## src/rtl/imem_loader_if.sv

```systemverilog
// Byte-stream and imem write-port bundle for the program loader.
// master: loader side (drives rx_ready and the imem write port); slave: byte source / imem side.
interface imem_loader_if #(
  parameter int ADDR_WIDTH = 12,
  parameter int DATA_WIDTH = 32
);
  logic [7:0]            rx_data;
  logic                  rx_valid;
  logic                  rx_ready;
  logic                  mem_we;
  logic [ADDR_WIDTH-1:0] mem_addr;
  logic [DATA_WIDTH-1:0] mem_wdata;

  modport master (
    input  rx_data, rx_valid,
    output rx_ready, mem_we, mem_addr, mem_wdata
  );

  modport slave (
    output rx_data, rx_valid,
    input  rx_ready, mem_we, mem_addr, mem_wdata
  );
endinterface

```

## src/rtl/imem_loader.sv

```systemverilog
// Byte-stream program loader: length (4B LE), words (4B LE each), checksum byte.
// Ports: clk, rst (sync, high), start, bus (rx stream + imem write), core_hold,
//   busy, done, err, word_cnt (words written in the current load).
module imem_loader #(
  parameter int ADDR_WIDTH = 12,
  parameter int DATA_WIDTH = 32,
  parameter int BASE_ADDR  = 0,
  parameter int MAX_WORDS  = 4096
) (
  input  logic                clk,
  input  logic                rst,
  input  logic                start,
  imem_loader_if.master       bus,
  output logic                core_hold,
  output logic                busy,
  output logic                done,
  output logic                err,
  output logic [ADDR_WIDTH:0] word_cnt
);
  typedef enum logic [2:0] {
    S_IDLE, S_LEN, S_DATA, S_SUM, S_DONE, S_ERR
  } state_t;

  localparam logic [ADDR_WIDTH-1:0] LP_BASE = ADDR_WIDTH'(BASE_ADDR);
  localparam logic [31:0] LP_MAX = 32'(MAX_WORDS);
  localparam logic [ADDR_WIDTH:0] LP_ONE = (ADDR_WIDTH+1)'(1);

  state_t r_state, w_next;

  logic [1:0]            r_bidx;
  logic [31:0]           r_len;
  logic [DATA_WIDTH-1:0] r_word;
  logic [7:0]            r_sum;
  logic                  r_we;
  logic [ADDR_WIDTH-1:0] r_addr;
  logic [DATA_WIDTH-1:0] r_wdata;
  logic                  r_hold;
  logic                  r_done;
  logic                  r_err;
  logic [ADDR_WIDTH:0]   r_cnt;

  logic                  w_rdy;
  logic                  w_xfer;
  logic                  w_last_byte;
  logic [31:0]           w_len;
  logic                  w_len_bad;
  logic [DATA_WIDTH-1:0] w_word;
  logic [7:0]            w_sum;
  logic                  w_sum_ok;
  logic [ADDR_WIDTH:0]   w_cnt_nxt;
  logic                  w_last_word;

  always_comb begin
    w_rdy       = (r_state == S_LEN) ||
                  (r_state == S_DATA) ||
                  (r_state == S_SUM);
    w_xfer      = w_rdy & bus.rx_valid;
    w_last_byte = (r_bidx == 2'd3);
    // Bytes enter at the top and shift down: LSB-first order.
    w_len       = {bus.rx_data, r_len[31:8]};
    w_len_bad   = (w_len == 32'd0) || (w_len > LP_MAX);
    w_word      = {bus.rx_data, r_word[DATA_WIDTH-1:8]};
    w_sum       = r_sum + bus.rx_data;
    w_sum_ok    = (w_sum == 8'd0);
    w_cnt_nxt   = r_cnt + LP_ONE;
    // The word being completed now is word N-1.
    w_last_word = (32'(w_cnt_nxt) == r_len);
  end

  always_comb begin
    w_next = r_state;
    unique case (r_state)
      S_IDLE, S_DONE, S_ERR:
        if (start) w_next = S_LEN;
      S_LEN:
        if (w_xfer && w_last_byte)
          w_next = w_len_bad ? S_ERR : S_DATA;
      S_DATA:
        if (w_xfer && w_last_byte && w_last_word)
          w_next = S_SUM;
      S_SUM:
        if (w_xfer) w_next = w_sum_ok ? S_DONE : S_ERR;
      default: w_next = S_IDLE;
    endcase
  end

  always_ff @(posedge clk) begin
    if (rst) r_state <= S_IDLE;
    else     r_state <= w_next;
  end

  always_ff @(posedge clk) begin
    if (rst) begin
      r_bidx  <= '0;
      r_len   <= '0;
      r_word  <= '0;
      r_sum   <= '0;
      r_we    <= 1'b0;
      r_addr  <= '0;
      r_wdata <= '0;
      r_hold  <= 1'b1;
      r_done  <= 1'b0;
      r_err   <= 1'b0;
      r_cnt   <= '0;
    end else begin
      r_we <= 1'b0;
      unique case (r_state)
        S_IDLE, S_DONE, S_ERR: begin
          if (start) begin
            r_bidx <= '0;
            r_len  <= '0;
            r_word <= '0;
            r_sum  <= '0;
            r_cnt  <= '0;
            r_hold <= 1'b1;
            r_done <= 1'b0;
            r_err  <= 1'b0;
          end
        end
        S_LEN: begin
          if (w_xfer) begin
            r_len  <= w_len;
            r_bidx <= r_bidx + 2'd1;
            if (w_last_byte && w_len_bad) r_err <= 1'b1;
          end
        end
        S_DATA: begin
          if (w_xfer) begin
            r_word <= w_word;
            r_sum  <= w_sum;
            r_bidx <= r_bidx + 2'd1;
            if (w_last_byte) begin
              r_we    <= 1'b1;
              r_addr  <= LP_BASE + r_cnt[ADDR_WIDTH-1:0];
              r_wdata <= w_word;
              r_cnt   <= w_cnt_nxt;
            end
          end
        end
        S_SUM: begin
          if (w_xfer) begin
            if (w_sum_ok) begin
              r_done <= 1'b1;
              r_hold <= 1'b0;
            end else begin
              r_err <= 1'b1;
            end
          end
        end
        default: ;
      endcase
    end
  end

  assign bus.rx_ready  = w_rdy;
  assign bus.mem_we    = r_we;
  assign bus.mem_addr  = r_addr;
  assign bus.mem_wdata = r_wdata;
  assign busy          = w_rdy;
  assign core_hold     = r_hold;
  assign done          = r_done;
  assign err           = r_err;
  assign word_cnt      = r_cnt;
endmodule

```

## src/flat_wrapper.sv

```systemverilog
// flat-port wrapper written by rule: the top's interface ports become plain ports
module imem_loader_flat 
#(
  parameter int ADDR_WIDTH = 12,
  parameter int DATA_WIDTH = 32,
  parameter int BASE_ADDR  = 0,
  parameter int MAX_WORDS  = 4096
)
  (clk, rst, start, core_hold, busy, done, err, word_cnt, bus_rx_data, bus_rx_valid, bus_rx_ready, bus_mem_we, bus_mem_addr, bus_mem_wdata);
  imem_loader_if #(.ADDR_WIDTH(ADDR_WIDTH), .DATA_WIDTH(DATA_WIDTH)) bus_i ();
  input  logic clk;
  input  logic rst;
  input  logic start;
  output logic core_hold;
  output logic busy;
  output logic done;
  output logic err;
  output logic [ADDR_WIDTH:0] word_cnt;
  input wire logic [$bits(bus_i.rx_data)-1:0] bus_rx_data;
  input wire logic [$bits(bus_i.rx_valid)-1:0] bus_rx_valid;
  output wire logic [$bits(bus_i.rx_ready)-1:0] bus_rx_ready;
  output wire logic [$bits(bus_i.mem_we)-1:0] bus_mem_we;
  output wire logic [$bits(bus_i.mem_addr)-1:0] bus_mem_addr;
  output wire logic [$bits(bus_i.mem_wdata)-1:0] bus_mem_wdata;
  assign bus_i.rx_data = bus_rx_data;
  assign bus_i.rx_valid = bus_rx_valid;
  assign bus_rx_ready = bus_i.rx_ready;
  assign bus_mem_we = bus_i.mem_we;
  assign bus_mem_addr = bus_i.mem_addr;
  assign bus_mem_wdata = bus_i.mem_wdata;
  imem_loader #(.ADDR_WIDTH(ADDR_WIDTH), .DATA_WIDTH(DATA_WIDTH), .BASE_ADDR(BASE_ADDR), .MAX_WORDS(MAX_WORDS)) u_core (.clk(clk), .rst(rst), .start(start), .bus(bus_i), .core_hold(core_hold), .busy(busy), .done(done), .err(err), .word_cnt(word_cnt));
endmodule
```

## config.mk

```make
export PLATFORM = sky130hd
export DESIGN_NAME = imem_loader_flat
export DESIGN_NICKNAME = d
export VERILOG_FILES = /design/src/rtl/imem_loader_if.sv /design/src/rtl/imem_loader.sv /design/src/flat_wrapper.sv
export SDC_FILE = /design/constraint.sdc
export NUM_CORES = 1
export LEC_CHECK = 0
export ABC_AREA = 1
export BUFFER_PORTS_ARGS = -buffer_cell sky130_fd_sc_hd__buf_2
export CELL_PAD_IN_SITES_DETAIL_PLACEMENT = 1
export CELL_PAD_IN_SITES_GLOBAL_PLACEMENT = 1
export CORE_MARGIN = 2
export CORE_UTILIZATION = 25
export CTS_BUF_LIST = sky130_fd_sc_hd__clkbuf_4 sky130_fd_sc_hd__clkbuf_8
export DETAILED_ROUTE_END_ITERATION = 10
export PLACE_DENSITY_LB_ADDON = 0.1
export SYNTH_ARGS = -nofsm -noshare
export SYNTH_HDL_FRONTEND = slang
export SYNTH_SLANG_ARGS = --single-unit
```

## constraint.sdc

```tcl
create_clock -name clk -period 2.2 [get_ports clk]
set_clock_uncertainty 0.1 [all_clocks]
set_input_delay 0.44 -clock clk [delete_from_list [all_inputs] [get_ports clk]]
set_output_delay 0.44 -clock clk [all_outputs]
set_load 0.005 [all_outputs]
```

# Word-level counts from Yosys, hierarchy flattened
# Cells that the tools add are included.
[word_totals]
out_inout_bits = 63
register_bits = 138
input_bits = 12
[op_classes]
n_reduce_logical = 25
eq_ne = 18
order_cmp = 1
bitwise = 3
add_sub_neg = 3
mux = 36
[op_table]
columns = ["cell", "count"]
rows = [
  ["case mux 32 bit (2 select lines)", 2],
  ["2-to-1 mux 32 bit", 3],
  ["2-to-1 mux 13 bit", 3],
  ["== test 13 x 32 -> 1 bit", 1],
  ["greater-than comparator 32 x 13 -> 1 bit, second input constant", 1],
  ["zero test 32 bit", 1],
  ["case mux 13 bit (2 select lines)", 1],
  ["2-to-1 mux 8 bit", 2],
  ["case mux 8 bit (2 select lines)", 1],
  ["2-to-1 mux 3 bit", 5],
  ["adder 13 x 1 -> 13 bit, second input constant", 1],
  ["2-to-1 mux 1 bit", 12],
  ["inequality test 2 x 1 -> 1 bit, second input constant", 6],
  ["case mux 3 bit (4 select lines)", 1],
  ["AND reduction 3 bit", 4],
  ["AND reduction 4 bit", 3],
  ["inequality test 2 bit, second input constant", 5],
  ["adder 8 bit", 1],
  ["zero test 8 bit", 1],
  ["nonzero test 2 bit", 4],
  ["== test 3 x 2 -> 1 bit, second input constant", 2],
  ["== test 3 bit, second input constant", 2],
  ["AND reduction 6 bit", 1],
  ["OR reduction 3 bit", 2],
  ["other kinds (14)", 21],
]

# Longest topological paths before layout
[logic_depth]
depth_word = 8
depth_mapped = 16
depth_no_buf = 16

# Worst setup path after synthesis
# OpenSTA, ideal clock, no wires.
[synth_timing]
path_kind = "input port to flip-flop"
start = "input bus_rx_data[0]"
end = "register u_core.r_state[0]"
arrival_time_ns = 1.884
slack_ns = 0.101
cell_stages = 11
path_cell_list = "ha_1 -> fa_1 -> xor2_1 -> nor3_1 -> nand3_1 -> nor2_1 -> nand2_1 -> a21oi_1 -> nand3_1 -> nand2_1 -> nor2_1"
[synth_via]
elab_chain_len = 5
[synth_lines]
columns = ["element", "line_no", "rtl"]
rows = [
  ["from (decl)", "flat_wrapper.sv:19", "input wire logic [$bits(bus_i.rx_data)-1:0] bus_rx_data;"],
  ["greater-than comparator 32 x 13 -> 1 bit (tied with other cells)", "imem_loader.sv:61", "w_len_bad = (w_len == 32'd0) || (w_len > LP_MAX);"],
  ["logical OR 1 bit / zero test 8 bit (equally long branches)", "imem_loader.sv:61, imem_loader.sv:64", ""],
  ["2-to-1 mux 3 bit / 2-to-1 mux 1 bit (equally long branches)", "imem_loader.sv:77, imem_loader.sv:82", ""],
  ["2-to-1 mux 3 bit, on equally long branches", "imem_loader.sv:76, imem_loader.sv:82", ""],
  ["case mux 3 bit (4 select lines) (*)", "imem_loader.sv:72", "unique case (r_state)"],
  ["to (signal assigned)", "imem_loader.sv:89", "else r_state <= w_next;"],
  ["to (decl)", "imem_loader.sv:28", "state_t r_state, w_next;"],
]
# Mark *: on every way between the ends. The rest lies on a longest branch, timed or not. The select of a mux whose other input is x is not followed.
# A chain may end at the register's enable or synchronous reset.

# Worst setup path in the final report
[layout_timing]
start = "register u_core.r_sum[0]"
end = "register u_core.r_state[0]"
[layout_via]
elab_chain_len = 5
[layout_lines]
columns = ["element", "line_no", "rtl"]
rows = [
  ["from (decl)", "imem_loader.sv:33", "logic [7:0] r_sum;"],
  ["from (signal assigned)", "imem_loader.sv:130", "r_sum <= w_sum;"],
  ["adder 8 bit", "imem_loader.sv:63", "w_sum = r_sum + bus.rx_data;"],
  ["zero test 8 bit", "imem_loader.sv:64", "w_sum_ok = (w_sum == 8'd0);"],
  ["2-to-1 mux 1 bit", "imem_loader.sv:82", "if (w_xfer) w_next = w_sum_ok ? S_DONE : S_ERR;"],
  ["2-to-1 mux 3 bit", "imem_loader.sv:82", ""],
  ["case mux 3 bit (4 select lines)", "imem_loader.sv:72", ""],
]
# No other way between the ends. The select of a mux whose other input is x is not followed.

==> impl_metrics.py <==
metrics = {
    "logic_synthesis": {
        "yosys_warnings": 0,
        "ys_seq_area_share_pct": 45.4,
        "synth_top_cell_by_area": "dfxtp_1",
        "netlist_instances": 791,
        "synth_top_area_share_pct": 45.4,
        "synth.area.top_cells": "dfxtp_1 45%, nand2_1 12%, nor2_1 9.1%",
        "ys_seq_elements": 130,
        "ys.flop_type": "dfxtp_1",
        "avgSynthCellArea_um2": 7.25,
        "synthesis.nets": 813,
        "synth-edff-count": 0,
        "synth.distinct_cells": 36,
        "ys_async_sr_fraction_pct": 0,
        "synthesis.area_um2": 5730,
    },
    "detailed_routing": {
        "dr.pass1.iters": 4,
        "post-route-drc-count": 0,
        "drt_iter0_drc": 153,
        "antenna_left": 0,
        "wirelength_um": 18500,
        "via_per_inst": 4.67,
        "wl_per_cell_um": 15.6,
        "vias": 5510,
    },
    "placed_design": {
        "place_congestion": 0.844,
        "port_buffers": 74,
        "place.detailed.hpwl_um": 13100,
        "place_inst": 1145,
        "place_area_um2": 6580,
    },
    "setup_path": {
        "crit_slowest_cell": "fa_2",
        "path_class": "register to register",
        "cp-start-kind": "register",
        "max_stage_delay_ns": 0.42,
        "crit_chain": "ha_4 > fa_2 > xor2_2 > nor3_2 > nand3_1 > nor2_1 > nand2_2 > a21oi_2 > nand3_1 > nand2_1 > nor2_1",
        "cp_max_fo": 3,
        "reg2reg_from": "u_core.r_sum[0]$_SDFFE_PP0P_",
        "cp_data_arrival_time_ns": 2.35,
        "worst_path_dominant_cell_family": "simple AND/OR/NAND/NOR gates",
        "path_buf_inv": 0,
        "critPathCaptureType": "register",
        "cp.required_ns": 2.45,
        "worstSetupStartpoint": "u_core.r_sum[0]$_SDFFE_PP0P_",
    },
    "floorplan": {
        "die_area_um2": 24200,
        "initial_core_util_pct": 25.4,
        "std_cell_rows": 55,
        "num_io_pins": 75,
        "coreArea_um2": 22600,
        "die_y_um": 155,
        "die_w_um": 155,
    },
    "worst_hold_path": {
        "hold_class": "input port to register",
        "min-delay-start": "start",
    },
    "grt": {
        "grt_pass1_vias": 5707,
        "grt_antenna_before_repair": 0,
        "grt_first_pass_wirelength_um": 30200,
        "gr-total-overflow": 0,
        "track_usage_pct": 15.8,
        "grt_max_degree": 39,
    },
    "timing": {
        "period_share_pct": 95.1,
        "setup_viol": 0,
        "min_period_ns": 2.09,
        "tightest_slew_ns": 0.388,
        "relSlewSlack_pct": 74.1,
        "max_freq_ghz": 0.478,
        "slew_viol_final": 0,
        "rsz0062_at_grt": "true",
        "finalHoldViolCount": 0,
    },
    "cts": {
        "tritoncts": "done",
        "cts_sinks": 130,
        "clk-insertion-delay-late_ns": 0.45,
        "htreeDepth": 4,
        "cts-buffers-inserted": 17,
        "cts_buffer_depth": 2,
        "cts-root-buf": "clkbuf_8",
        "ctsHoldBuffers": 0,
        "cts.reportedPaths.clkPinSlew_ns": 0.09,
    },
    "power": {
        "power.leakage_nw": 3.14,
        "power_density_nw_per_um2": 831,
        "vdd_drop_max_mv": 0.349,
    },
    "cells_and_area": {
        "n_antenna_cell": 0,
        "final_common_cell": "nand2_1",
        "seqCellArea_um2": 2610,
        "fin_nets": 904,
        "multiInputGateArea_um2": 2830,
        "num-fill-cells": 2783,
        "area_growth_syn_to_layout_pct": 23.9,
        "layout_common_cells": "179 x nand2_1, 137 x nor2_1, 124 x dfxtp_1",
        "fin_cells": 1180,
        "design_area_um2": 7110,
        "drive_gt1_share_pct": 20.9,
    },
    "run_status": {
        "status": "finished clean",
    },
    "flow_run": {
        "drv_cap": 0,
    },
}
==> sequential cells by signal, summed over array words and instances, names as in the netlist <==
register and count:
u_core.bus.mem_wdata 32, u_core.r_bidx 2, u_core.r_word 24, u_core.done 1, u_core.err 1, u_core.r_state 3, u_core.r_len 32, u_core.r_sum 8
u_core.word_cnt 13, u_core.core_hold 1, u_core.bus.mem_we 1, u_core.bus.mem_addr 12
==> power breakdown <==
group / total (mW) / internal [mW] / switching, mW
clock: 2.10 / 1.05 / 1.05
combinational: 1.28 / 0.406 / 0.874
sequential: 2.52 / 2.45 / 0.0734
==> cell type report <==
type	instances	area share, %
Multi-Input combinational cell	565	39.9
Inverter	57	3.10
Clock inverter	13	2.13
Clock buffer	19	3.50
Tap cell	285	5.02
Sequential cell	130	36.7
Timing Repair Buffer	111	9.65
==> worst reg2reg max path, cell delays in order, from the launching register on <==
cell and delay [ns]:
dfxtp_2 0.34, ha_4 0.16, fa_2 0.42, xor2_2 0.17, nor3_2 0.16, nand3_1 0.09
nor2_1 0.13, nand2_2 0.09, a21oi_2 0.14, nand3_1 0.07, nand2_1 0.08, nor2_1 0.04
==> cell usage after synthesis, types with 2 or more instances <==
master and n:
clkbuf_1 22, xnor2_1 3, nand2_1 185, o21ai_0 48, a21oi_1 67, nand3_1 30, and2_1 2, nor2_1 139
buf_2 11, a22oi_1 33, or2_2 3, ha_1 9, nand2_2 5, nand4_1 7, nor2_2 4, inv_1 55
xor3_1 2, buf_4 4, nor3_1 3, o21ai_1 3, xor2_1 3, nor2_4 3, dfxtp_1 130, nand3b_1 6
o211ai_1 2, inv_2 2
==> timing repair <==
action	in CTS	in global routing
hold endpoints to repair	0	0
resized for setup	1	29
setup buffers	0	3
pin swaps	0	12
setup endpoints to repair	1	35
cloned	0	0
==> through the flow <==
stage	hold slack, ns	utilization [%]	setup TNS [ns]	setup WS [ns]	total power, mW
final	0.154	31.5	0	0.108	5.90
after global routing	0.169	31.5	-0.123	-0.0611	6.27
after CTS	0.133	30.9	0	0.0506	5.96
after detailed placement	0.350	29.2	-0.799	-0.247	3.83
after global placement	0.356	29.2	-0.703	-0.249	3.79
after floorplan	0.344	-	0	0.101	3.38
==> logic make-up after synthesis <==
family,after synthesis,synth area share (%)
and+or+nand+nor,389,28.0
AOI/OAI and AO/OA,157,15.4
DFF,130,45.4
buffers and inverters,96,6.81
adders and majority gates,10,2.31
xor gates and xnor gates,9,2.03
==> per-layer routing <==
layer  global-route usage (%)  vias up  wire, um
met5                        0        -         0
met4                     5.07        0       295
met3                     2.95       23       581
met2                     26.5       76      8570
met1                     20.5     2661      9020
li1                         -     2750         -
==> worst paths after layout <==
check        cells past startpoint                        endpoint  slack, ns
max reg2reg                     11  u_core.r_state[0]$_SDFFE_PP0P_       0.11
min reg2reg                      2   u_core.core_hold$_SDFFE_PP1P_       0.37
max                             11  u_core.r_state[0]$_SDFFE_PP0P_       0.11
min                              3   u_core.core_hold$_SDFFE_PP1P_       0.15
(Power assumes the default switching activity.)
